### src/rtl/clock_div_gen.sv
// clock_div_gen: multi-channel clock divider / strobe generator with runtime ratios.
// A new ratio is applied only at terminal count or SYNC, so the outputs never glitch.
module clock_div_gen #(
  parameter int N_CH        = 4,
  parameter int DIV_W       = 16,
  parameter int DEFAULT_DIV = 2,
  localparam int CH_W       = (N_CH > 1) ? $clog2(N_CH) : 1
) (
  input  logic             i_clk,
  input  logic             i_rst_n,
  input  logic             i_wr_en,
  input  logic [CH_W-1:0]  i_wr_ch,
  input  logic [DIV_W-1:0] i_wr_div,
  input  logic             i_sync,
  output logic [N_CH-1:0]  o_busy,
  output logic [N_CH-1:0]  o_stb,
  output logic [N_CH-1:0]  o_div_clk
);
  logic w_wr_ok;
  assign w_wr_ok = i_wr_en && ({1'b0, i_wr_ch} < (CH_W + 1)'(N_CH));
  for (genvar c = 0; c < N_CH; c++) begin : g_ch
    logic [DIV_W-1:0] r_cnt, r_div, r_pend;
    logic r_busy, r_stb, r_dclk;
    logic w_tc, w_apply, w_sel;
    always_comb begin
      w_tc    = (r_div != '0) && (r_cnt == r_div - 1'b1);
      w_apply = i_sync || w_tc || (r_div == '0);
      w_sel   = w_wr_ok && (i_wr_ch == CH_W'(c));
    end
    // Outputs are registered from the current count, so they trail r_cnt by one cycle.
    always_ff @(posedge i_clk or negedge i_rst_n) begin
      if (!i_rst_n) begin
        r_cnt  <= '0;
        r_div  <= DIV_W'(DEFAULT_DIV);
        r_pend <= '0;
        r_busy <= 1'b0;
        r_stb  <= 1'b0;
        r_dclk <= 1'b0;
      end else begin
        r_cnt  <= w_apply ? '0 : r_cnt + 1'b1;
        r_div  <= (w_apply && r_busy) ? r_pend : r_div;
        r_pend <= w_sel ? i_wr_div : r_pend;
        r_busy <= w_sel || (r_busy && !w_apply);
        r_stb  <= w_tc;
        r_dclk <= r_cnt < (r_div >> 1);
      end
    end
    assign o_busy[c]    = r_busy;
    assign o_stb[c]     = r_stb;
    assign o_div_clk[c] = r_dclk;
  end
endmodule
### config.mk
export PLATFORM = sky130hd
export DESIGN_NAME = clock_div_gen
export DESIGN_NICKNAME = d
export VERILOG_FILES = /design/src/rtl/clock_div_gen.sv
export SDC_FILE = /design/constraint.sdc
export NUM_CORES = 1
export LEC_CHECK = 0
export BUFFER_PORTS_ARGS = -buffer_cell sky130_fd_sc_hd__buf_4
export CAP_MARGIN = 20
export CORE_ASPECT_RATIO = 0.8
export CORE_MARGIN = 5
export CORE_UTILIZATION = 43
export DETAILED_ROUTE_END_ITERATION = 7
export HOLD_SLACK_MARGIN = 0.05
export PLACE_DENSITY = 0.68
export SLEW_MARGIN = 20
export SYNTH_ARGS = -nofsm -noshare
export SYNTH_HDL_FRONTEND = slang
export SYNTH_SLANG_ARGS = --single-unit
export TNS_END_PERCENT = 100
### constraint.sdc
create_clock -name i_clk -period 8.8 [get_ports i_clk]
set_clock_uncertainty 0.2 [all_clocks]
set_input_delay 0 -clock i_clk [delete_from_list [all_inputs] [get_ports i_clk]]
set_output_delay 0 -clock i_clk [all_outputs]
set_load 0.005 [all_outputs]
==> qor.yml, run 1 <==
run_status: "completed"
post-cts-setup-buffers: 0
insertedDiodeCount: 0
routedWlPerCell_um: 16.4
grt_setup_unrepaired: "no"
timing.hold.worst.start: "i_wr_div[3]"
cts_max_level: 1
netlist.top_cell.by_area: "dfrtp_1"
worst_hold_path_type: "in -> reg"
synth_top_flop_cell: "dfrtp_1"
cts_inserted_buffers: 21
slew_headroom_pct: 30.4
core_area_mm2: 0.0274
flow.area_growth_from_synthesis_pct: 11.6
clock_path_buffers: 3
power.share.combinational_pct: 29.0
first_global_vias: 8179
yosysSeqAreaShare_pct: 42.5
drive_gt1_share_pct: 17.4
fill_cells: 2512
die_ar_mm2: 0.0314
first_pass_grt_wire_length_um: 43100
synth_cell_types: 80
mappedNetlistArea_mm2: 0.0120
dpl_cell_area_mm2: 0.0125
cts_resized: 0
synth.yosys.warnings: 0
critical_path_arrival_ns: 4.39
die_height_um: 160
power.leakage_nw: 5.96
initial_core_utilization_pct: 43.8
gp_congestion: 0.890
finalCritPeriodShare_pct: 47.8
timing.critical_path.from: "g_ch[2].r_div[9]$_DFFE_PN0P_"
layout.nets: 1274
synth.ff_latch_count: 204
worst-path-max-fanout: 18
worstSetupPathType: "reg -> reg"
post_synth_edffs: 0
io_buffer_count: 33
dr_total_vias: 8504
global_route.overflow_total: 0
global_route.usage.total_pct: 16.4
syn_avg_cell_area_um2: 10.4
finalSetupViolations: 0
power.switching_mw: 1.12
vdd.ir_drop.worst_v: 0.000157
max-cap-violations: 0
boundary_pins: 34
post-synth-top-area-fraction_pct: 41.6
power.share.switching_pct: 34.3
worst-r2r-cell-count: 8
final_std_cell_area_no_fill_mm2: 0.0134
hold_viol: 0
initial_antenna_violation_count: 0
worst_setup_path_start_kind: "register"
clk_root_buffer_cell: "clkbuf_16"
cts.sinks: 204
residual_drc: 0
worst_setup_hold_path_clk_slew_ns: 0.07
synth.top_cells.by_area: "dfrtp_1 (42%), mux2_2 (8.2%), ha_1 (6.7%), xnor2_1 (4.8%), xor2_1 (4.4%)"
pwr-share-seq_pct: 42.3
syn-num-nets: 1243
drt_iter0_drc: 542
routed_via_density: 5.43
power_report.internal_total_mw: 2.14
startpoint_of_the_most_critical_register_to_register_path: "g_ch[2].r_div[9]$_DFFE_PN0P_"
dr.pass1.iters: 5
synth_cells: 1157
multi_input_area_mm2: 0.00632
clock.fmax_mhz: 238
power_per_cell_area_mw_per_mm2: 242
worst_hold_path.num_cells: 3
dp.final_hpwl_um: 18400
clock_power_share_pct: 28.8
critical_path.endpoint_type: "register"
final.min_clock_period_ns: 4.21
asyncSetResetFlopFracSynth_pct: 100
cts_tree: "yes"
fp.dieW_um: 197
tightest_slew_ns: 1.03
totalWireLength_um: 25600
detail-route-antenna-nets: 0
seqCellArea_mm2: 0.00511
report.final.slew_viol_count: 0
fp-row-count: 54
cp.required_ns: 8.98
grt_start_max_net_pins: 71
clock_latency_ns: 0.51
fin_setup_tns_ns: 0
## power groups by stage
stage                     Sequential, mW  Combinational, mW  Clock, mW
after CTS                           1.38              0.940      0.957
final                               1.38              0.942      0.936
after global placement              1.38              0.895          0
after floorplan                     1.28              0.794          0
after detailed placement            1.39              0.924          0
after global routing                1.41               1.07      0.997
## worst max-delay path, stage by stage, from the launching register on
cell and delay [ns]:
dfrtp_1 0.50, nor4_2 0.52, o22ai_1 0.19, nor4_1 0.51
o2111ai_1 0.26, nor4_4 0.24, a31o_1 0.60, and2_1 0.67
mux2_1 0.39
## worst paths after layout
check	end	slack [ns]
min in group asynchronous	g_ch[2].r_div[1]$_DFFE_PN1P_	0.43
setup / recovery	g_ch[2].r_div[0]$_DFFE_PN0P_	4.59
max in group asynchronous	g_ch[1].r_div[7]$_DFFE_PN0P_	7.12
setup reg to reg	g_ch[2].r_div[0]$_DFFE_PN0P_	4.59
hold / removal	g_ch[1].r_pend[3]$_DFFE_PN0P_	0.13
hold reg to reg	g_ch[3].r_div[2]$_DFFE_PN0P_	0.28
## state kept, by name, indices dropped and copies added, names as in the netlist
signal / flops
g_ch.r_cnt: 64
g_ch.r_div: 64
g_ch.r_pend: 64
g_ch.r_busy: 4
g_ch.r_dclk: 4
g_ch.r_stb: 4
## cell usage in the layout, fill, tap and decap left out, types with 5 or more instances in the layout
master           n
nor3_1          21
nor4_1          11
ha_1            64
nor2b_1          8
nor2_1         120
a21o_1          14
or4_1            6
or3_1            6
buf_4           35
a31oi_1          6
mux2_2          88
mux2_4          20
mux2i_1          9
o21ai_0         31
xnor2_1         66
xor2_1          60
a211oi_1         8
nand2b_1         8
nor4b_1          6
nand2_1         38
and3_1          16
nand4_1         29
nand3_1         61
clkbuf_16       21
inv_1           82
dlygate4sd3_1   21
mux2_1          14
dfrtp_1        200
o211ai_1         7
and2_1           5
a21oi_1         18
## per-layer routing
layer  GRT usage, %  routed length, µm  up-vias
li1               -                  -     4122
met5              0                  0        -
met1           25.8              13200     4186
met4           2.68                343        0
met2           24.0              10900      166
met3           2.77               1110       30
## cell type report
cell class	count	area share, %
multi-input combinational	821	47.1
sequential	204	38.1
clock buffer	25	4.25
timing repair buffer	58	3.83
tap	364	3.39
inverter	82	2.29
clock inverter	11	1.08
## what timing repair did
item / in CTS / in global routing
hold buffers: 22 / 0
endpoints found under the setup margin: 0 / 0
endpoints found under the hold margin: 158 / 0
## stage by stage
stage | util, % | hold WS, ns | worst slack (ns) | power [mW] | cells
2_1_floorplan | - | -0.496 | 5.35 | 2.08 | 1157
3_3_place_gp | 45.5 | -0.149 | 4.82 | 2.28 | 1507
3_5_place_dp | 45.5 | -0.141 | 4.65 | 2.32 | 1507
4_1_cts | 48.9 | 0.118 | 4.65 | 3.27 | 1565
5_1_grt | 48.9 | 0.129 | 4.28 | 3.48 | 1565
6_report | 48.9 | 0.134 | 4.59 | 3.25 | 1565
## cell families after synthesis
kind of cell,count (synthesis),synth area share (%)
AO/OA/AOI/OAI,132,7.67
XOR/XNOR,126,9.18
adder cells (fa/ha/maj),65,6.74
buffers and inverters,132,4.97
flip-flops,204,42.5
multiplexers,131,12.8
AND/OR/NAND/NOR,367,16.1
## synthesized netlist by cell type, types with 8 or more instances
master    instances
o21ai_0          31
mux2i_1           9
nor3_1           21
nor2b_1           8
inv_1            82
a21o_1           14
xor2_1           60
a21oi_1          18
ha_1             64
mux2_2           88
nor4_1           11
nand2_1          38
nand4_1          29
clkbuf_1         23
buf_4            15
nand3_1          61
nor2_1          120
a211oi_1          8
xnor2_1          66
and3_1           16
mux2_4           20
dfrtp_1         200
nand2b_1          8
mux2_1           14
(Power assumes the default switching activity.)
==> inputs of run 2 (changes only) <==
--- a/config.mk
+++ b/config.mk
@@ -5,6 +5,7 @@
 export SDC_FILE = /design/constraint.sdc
 export NUM_CORES = 1
 export LEC_CHECK = 0
+export ABC_AREA = 1
 export BUFFER_PORTS_ARGS = -buffer_cell sky130_fd_sc_hd__buf_4
 export CAP_MARGIN = 20
 export CORE_ASPECT_RATIO = 0.8
==> constraint.sdc (replaced) <==
create_clock -name i_clk -period 4 [get_ports i_clk]
set_clock_uncertainty 0.2 [all_clocks]
set_input_delay 0 -clock i_clk [delete_from_list [all_inputs] [get_ports i_clk]]
set_output_delay 0 -clock i_clk [all_outputs]
set_load 0.005 [all_outputs]
==> run 2 against run 1 <==
  * First-iteration DRC count rose by 16%
  * Total power rose by 150%
  * Setup slack got worse by 3.5 ns
  * Sequential power rose by 110%
  * Via count rose by 23%
  * The run now ends with negative hold slack left
  * Largest cell class unchanged
  * Sequential cell count did not move
  * Clock power rose by 120%
==> qor.yml, run 2 <==
failed_checks: "negative hold slack"
grt_setup_unrepaired: "no"
startpoint_of_the_most_critical_register_to_register_path: "g_ch[1].r_div[0]$_DFFE_PN0P_"
synth_top_flop_cell: "dfrtp_1"
cts_tree: "yes"
final.min_clock_period_ns: 2.94
asyncSetResetFlopFracSynth_pct: 100
routed_via_density: 5.05
report.final.slew_viol_count: 0
cts.sinks: 204
synth_cells: 1655
worst_hold_path_type: "in -> reg"
totalWireLength_um: 28800
drt_iter0_drc: 630
cpMaxStageDelayCell: "nand2_2"
layout.cells.most_common_list: "nand2_1 (461), inv_1 (201), dfrtp_1 (200)"
crit_top_cell: "nand2_1"
hold_end: "g_ch[1].r_pend[1]$_DFFE_PN0P_"
syn-num-nets: 1741
synth.yosys.warnings: 0
worst_setup_path_start_kind: "register"
power_per_cell_area_mw_per_mm2: 578
die_ar_mm2: 0.0325
cts_resized: 0
insertedDiodeCount: 0
ff2ff_setup_slack_ns: 1.06
worstSetupPathType: "reg -> reg"
max-cap-violations: 0
drive_gt1_share_pct: 7.45
mappedNetlistArea_mm2: 0.0125
cts_max_level: 1
residual_drc: 0
synth_cell_types: 48
fp.dieW_um: 200
dr.pass1.iters: 5
netlist.top_cell.by_area: "dfrtp_1"
detail-route-antenna-nets: 0
clock_latency_ns: 0.53
worstPathCellList: "inv_1 -> ha_1 -> nand2_1 -> nor2_1 -> nand2_1 -> xor2_1 -> nand2_1 -> nor2_1 -> nand4_2 -> nand2_2 -> nand2_4 -> nand2_1 -> nand2_1"
dr_total_vias: 10500
grt_start_max_net_pins: 86
clk_root_buffer_cell: "clkbuf_16"
global_route.overflow_total: 0
hold_viol: 11
most_common_cell_after_layout_fill_and_taps_aside: "nand2_1"
post-synth-top-area-fraction_pct: 40.1
post_synth_edffs: 0
dpl_cell_area_mm2: 0.0129
worst_hold_slack_ns: -0.0226
cts_inserted_buffers: 23
yosysMostFrequentCell: "nand2_1"
tightest_slew_ns: 1.01
synth.top_cells.by_area: "dfrtp_1 (40%), nand2_1 (14%), ha_1 (6.4%), inv_1 (6.0%), nand3_1 (5.5%)"
reg.largest.list: "g_ch.r_cnt (64), g_ch.r_div (64), g_ch.r_pend (64)"
global_route.usage.total_pct: 17.8
worst-r2r-cell-count: 13
clock.fmax_mhz: 340
worst-path-max-fanout: 31
run_status: "finished, violations left"
gp_congestion: 0.877
initial_core_utilization_pct: 43.9
first_global_vias: 10000
synth.ff_latch_count: 204
die_height_um: 162
post_cts_hold_buffer_count: 20
yosysSeqAreaShare_pct: 41.0
post-cts-setup-buffers: 0
fp-row-count: 55
rr_endpoint: "g_ch[1].r_div[4]$_DFFE_PN0P_"
clock_path_buffers: 3
yosys-top-cells-count: "nand2_1 (461), inv_1 (201), dfrtp_1 (200)"
initial_antenna_violation_count: 1
largest_delay_share_family_worst_path: "simple AND/OR/NAND/NOR gates"
worst_setup_hold_path_clk_slew_ns: 0.06
finalCritPeriodShare_pct: 73.5
critical_path.endpoint_type: "register"
vdd.ir_drop.worst_v: 0.000362
cp_slowest_stage_delay_ns: 0.51
dp.final_hpwl_um: 20700
power.leakage_nw: 7.06
cp.required_ns: 4.22
boundary_pins: 34
slew_headroom_pct: 32.4
critical_path_arrival_ns: 3.16
first_pass_grt_wire_length_um: 49500
core_area_mm2: 0.0284
timing.critical_path.buf_inv: 1
routedWlPerCell_um: 13.9
fin_setup_tns_ns: 0
syn_avg_cell_area_um2: 7.54
finalSetupViolations: 0
flow.area_growth_from_synthesis_pct: 11.6
final_std_cell_area_no_fill_mm2: 0.0139
io_buffer_count: 33
layout.nets: 1776
timing.hold.worst.start: "i_wr_ch[1]"
worst_hold_path.num_cells: 4
-- run 2: changes by cell type after synthesis, sizes merged, moves of 26 or more --
cell,change
inv,+123
mux2,-122
nand2,+429
nand3,+85
nor2,+60
nor3,+26
o21ai,+58
xnor2,-43
-- run 2: through the flow --
stage               power (mW)  setup WS [ns]  utilization (%)  instances  hold WS (ns)
detailed placement        5.95           1.10             45.5       2012       -0.0842
CTS                       8.10           1.07             48.8       2072         0.150
global placement          5.87           1.16             45.5       2012       -0.0889
finish                    8.05           1.06             49.0       2075       -0.0226
floorplan                 5.24           1.77                -       1655        -0.496
global route              8.76          0.730             49.0       2075        0.0620
-- run 2: cell families (layout without fill, tap and decap cells) --
logic type | after synthesis | in the layout | share of synthesized area, %
AND/OR/NAND/NOR | 895 | 895 | 31.7
buffers and inverters | 255 | 305 | 8.62
flip-flops | 204 | 204 | 41.0
AO/OA/AOI/OAI | 162 | 162 | 7.08
XOR/XNOR | 75 | 75 | 5.27
adder cells (fa/ha/maj) | 64 | 64 | 6.42
-- run 2: where the power goes --
group,switching (mW),internal [mW]
Clock,0.852,1.23
Combinational,1.90,1.15
Sequential,0.476,2.44
-- run 2: final cells by class --
class                           instances  area (µm²)
Multi-Input combinational cell       1196        6300
Clock buffer                           32         629
Sequential cell                       204        5110
Fill cell                            2773       14500
Timing Repair Buffer                   59         537
Clock inverter                          8         108
Tap cell                              370         463
Inverter                              206         773
-- run 2: metal layers --
| layer | GRT usage [%] | wire length (µm) | share of wire [%] | vias to the layer above |
|---|---|---|---|---|
| met2 | 27.0 | 12100 | 42 | 197 |
| met4 | 3.50 | 513 | 1.8 | 2 |
| met3 | 2.81 | 1530 | 5.3 | 40 |
| li1 | - | - | - | 5377 |
| met1 | 27.1 | 14600 | 51 | 4866 |
| met5 | 1.93 | 89 | 0.31 | - |
-- run 2: worst min-delay path: stages --
cell and delay [ns]:
buf_4 0.10, inv_1 0.06, nand3_2 0.36, o21ai_0 0.13
-- run 2: worst max path at each step --
stage	start	to	slack, ns	cells after the start
after CTS	g_ch[1].r_div[0]$_DFFE_PN0P_	g_ch[1].r_div[4]$_DFFE_PN0P_	1.07	13
after global routing	g_ch[1].r_div[0]$_DFFE_PN0P_	g_ch[1].r_div[11]$_DFFE_PN0P_	0.73	13
final	g_ch[1].r_div[0]$_DFFE_PN0P_	g_ch[1].r_div[4]$_DFFE_PN0P_	1.06	13
after global placement	g_ch[1].r_div[1]$_DFFE_PN1P_	g_ch[1].r_div[0]$_DFFE_PN0P_	1.16	13
after detailed placement	g_ch[1].r_div[0]$_DFFE_PN0P_	g_ch[1].r_div[7]$_DFFE_PN0P_	1.10	13
after floorplan	g_ch[1].r_div[1]$_DFFE_PN1P_	g_ch[1].r_div[11]$_DFFE_PN0P_	1.77	14
==> inputs of run 3 (changes only) <==
==> constraint.sdc (replaced) <==
create_clock -name i_clk -period 2.8 [get_ports i_clk]
set_clock_uncertainty 0.2 [all_clocks]
set_input_delay 0 -clock i_clk [delete_from_list [all_inputs] [get_ports i_clk]]
set_output_delay 0 -clock i_clk [all_outputs]
set_load 0.005 [all_outputs]
==> run 3 against run 2 <==
  * The run now ends clean
  * Setup slack worse by 0.81 ns
  * Critical path depth rose by 1
  * Non-clock buffer count is 13 higher
  * Via count rose by 0.92%
  * Wire length is 2.1% higher
  * Critical endpoint is now g_ch[0].r_div[15]$_DFFE_PN0P_
==> qor.yml, run 3 (synthesis results as in run 2) <==
run_status: "completed"
layout.cells.most_common_list: "nand2_1 (461), inv_1 (201), dfrtp_1 (200)"
setup_slack_ns: 0.246
drive_gt1_share_pct: 8.14
dr.pass1.iters: 5
startpoint_of_the_most_critical_register_to_register_path: "g_ch[0].r_div[1]$_DFFE_PN1P_"
vdd.ir_drop.worst_v: 0.000513
io_buffer_count: 33
residual_drc: 0
grt_setup_unrepaired: "no"
flow.area_growth_from_synthesis_pct: 13.6
initial_antenna_violation_count: 2
timing.hold.worst.start: "i_wr_div[14]"
report.final.slew_viol_count: 0
clk_root_buffer_cell: "clkbuf_16"
finalSetupViolations: 0
most_common_cell_after_layout_fill_and_taps_aside: "nand2_1"
tightest_slew_ns: 0.941
totalWireLength_um: 29500
global_route.overflow_total: 0
gp_congestion: 0.924
core_area_mm2: 0.0284
worst_setup_path_start_kind: "register"
clock_latency_ns: 0.53
dr_total_vias: 10600
slew_headroom_pct: 37.1
critical_path_arrival_ns: 2.76
cp.required_ns: 3.01
place_worst_setup_slack_ns: 0.218
fp.dieW_um: 200
reg.largest.list: "g_ch.r_cnt (64), g_ch.r_div (64), g_ch.r_pend (64)"
die_ar_mm2: 0.0325
cts_max_level: 1
worstSetupPathType: "reg -> reg"
cts.sinks: 204
fp-row-count: 55
clock.fmax_mhz: 392
max-cap-violations: 0
final.min_clock_period_ns: 2.55
worst_setup_hold_path_clk_slew_ns: 0.06
worst-path-max-fanout: 20
power_per_cell_area_mw_per_mm2: 851
layout.nets: 1789
critical_path.endpoint_type: "register"
drt_iter0_drc: 638
post-cts-setup-buffers: 0
cts_inserted_buffers: 23
fin_setup_tns_ns: 0
clock_path_buffers: 3
first_global_vias: 10300
grt_start_max_net_pins: 70
cts_tree: "yes"
hold_viol: 0
fill_cells: 2719
dp.final_hpwl_um: 21800
first_pass_grt_wire_length_um: 50600
timing.critical_path.from: "g_ch[0].r_div[1]$_DFFE_PN1P_"
global_route.usage.total_pct: 18.2
worst_hold_path_type: "in -> reg"
routedWlPerCell_um: 14.1
die_height_um: 162
finalCritPeriodShare_pct: 91.2
routed_via_density: 5.06
insertedDiodeCount: 0
initial_core_utilization_pct: 43.9
boundary_pins: 34
detail-route-antenna-nets: 0
power.leakage_nw: 7.18
run 3: cell type report:
type / count / area (µm²) / area share, %
Inverter: 206 / 773 / 5.46
Clock buffer: 30 / 632 / 4.46
Timing Repair Buffer: 72 / 658 / 4.64
Tap cell: 370 / 463 / 3.27
Clock inverter: 11 / 224 / 1.58
Multi-Input combinational cell: 1196 / 6310 / 44.5
Sequential cell: 204 / 5110 / 36.1
run 3: routing by layer:
metal  vias up  GRT usage, %  wire length (µm)
met5         -             0                 0
met4         0          3.88               572
met3        44          3.15              1510
met2       196          28.1             12600
met1      4943          27.1             14800
li1       5395             -                 -
run 3: per-stage QoR:
step | instances | cell area (µm²) | power (mW) | hold WS (ns) | utilization, %
after global routing | 2089 | 14200 | 13.1 | 0.178 | 49.9
final | 2089 | 14200 | 12.1 | 0.172 | 49.9
after floorplan | 1655 | 12500 | 7.49 | -0.496 | -
after CTS | 2089 | 14100 | 12.1 | 0.140 | 49.8
after global placement | 2022 | 13000 | 8.47 | -0.194 | 45.8
after detailed placement | 2022 | 13000 | 8.59 | -0.191 | 45.8
run 3: final timing paths:
path,depth (start not counted),slack [ns],to
worst max-delay path,14,0.25,g_ch[0].r_div[15]$_DFFE_PN0P_
worst min-delay path,4,0.17,g_ch[1].r_pend[14]$_DFFE_PN0P_
worst max register to register,14,0.25,g_ch[0].r_div[15]$_DFFE_PN0P_
worst min register to register,2,0.27,g_ch[1].r_div[1]$_DFFE_PN1P_
max in group asynchronous,4,1.57,g_ch[2].r_div[1]$_DFFE_PN1P_
min in group asynchronous,4,0.45,g_ch[2].r_pend[10]$_DFFE_PN0P_
run 3: critical path, stage by stage, from the launching register on:
cell and delay (ns):
dfstp_2 0.54, inv_1 0.06, ha_1 0.23, nand3_1 0.19
nor2_4 0.07, inv_1 0.10, nand2_1 0.06, nand2_1 0.05
nand3_1 0.08, nor2_1 0.17, nand3_2 0.12, nand3_4 0.21
nand2_4 0.17, nand2_1 0.12, nand2_1 0.05
run 3: timing repair:
item,in CTS,in global routing
hold buffers,26,0
setup endpoints to repair,0,78
endpoints found under the hold margin,315,0
resized for setup,0,6
run 3: power breakdown:
group	internal, mW	leakage (nW)	switching (mW)
Combinational	1.67	4.12	2.82
Sequential	3.48	2.65	0.689
Clock	2.15	0.421	1.25
Total	7.31	7.18	4.76
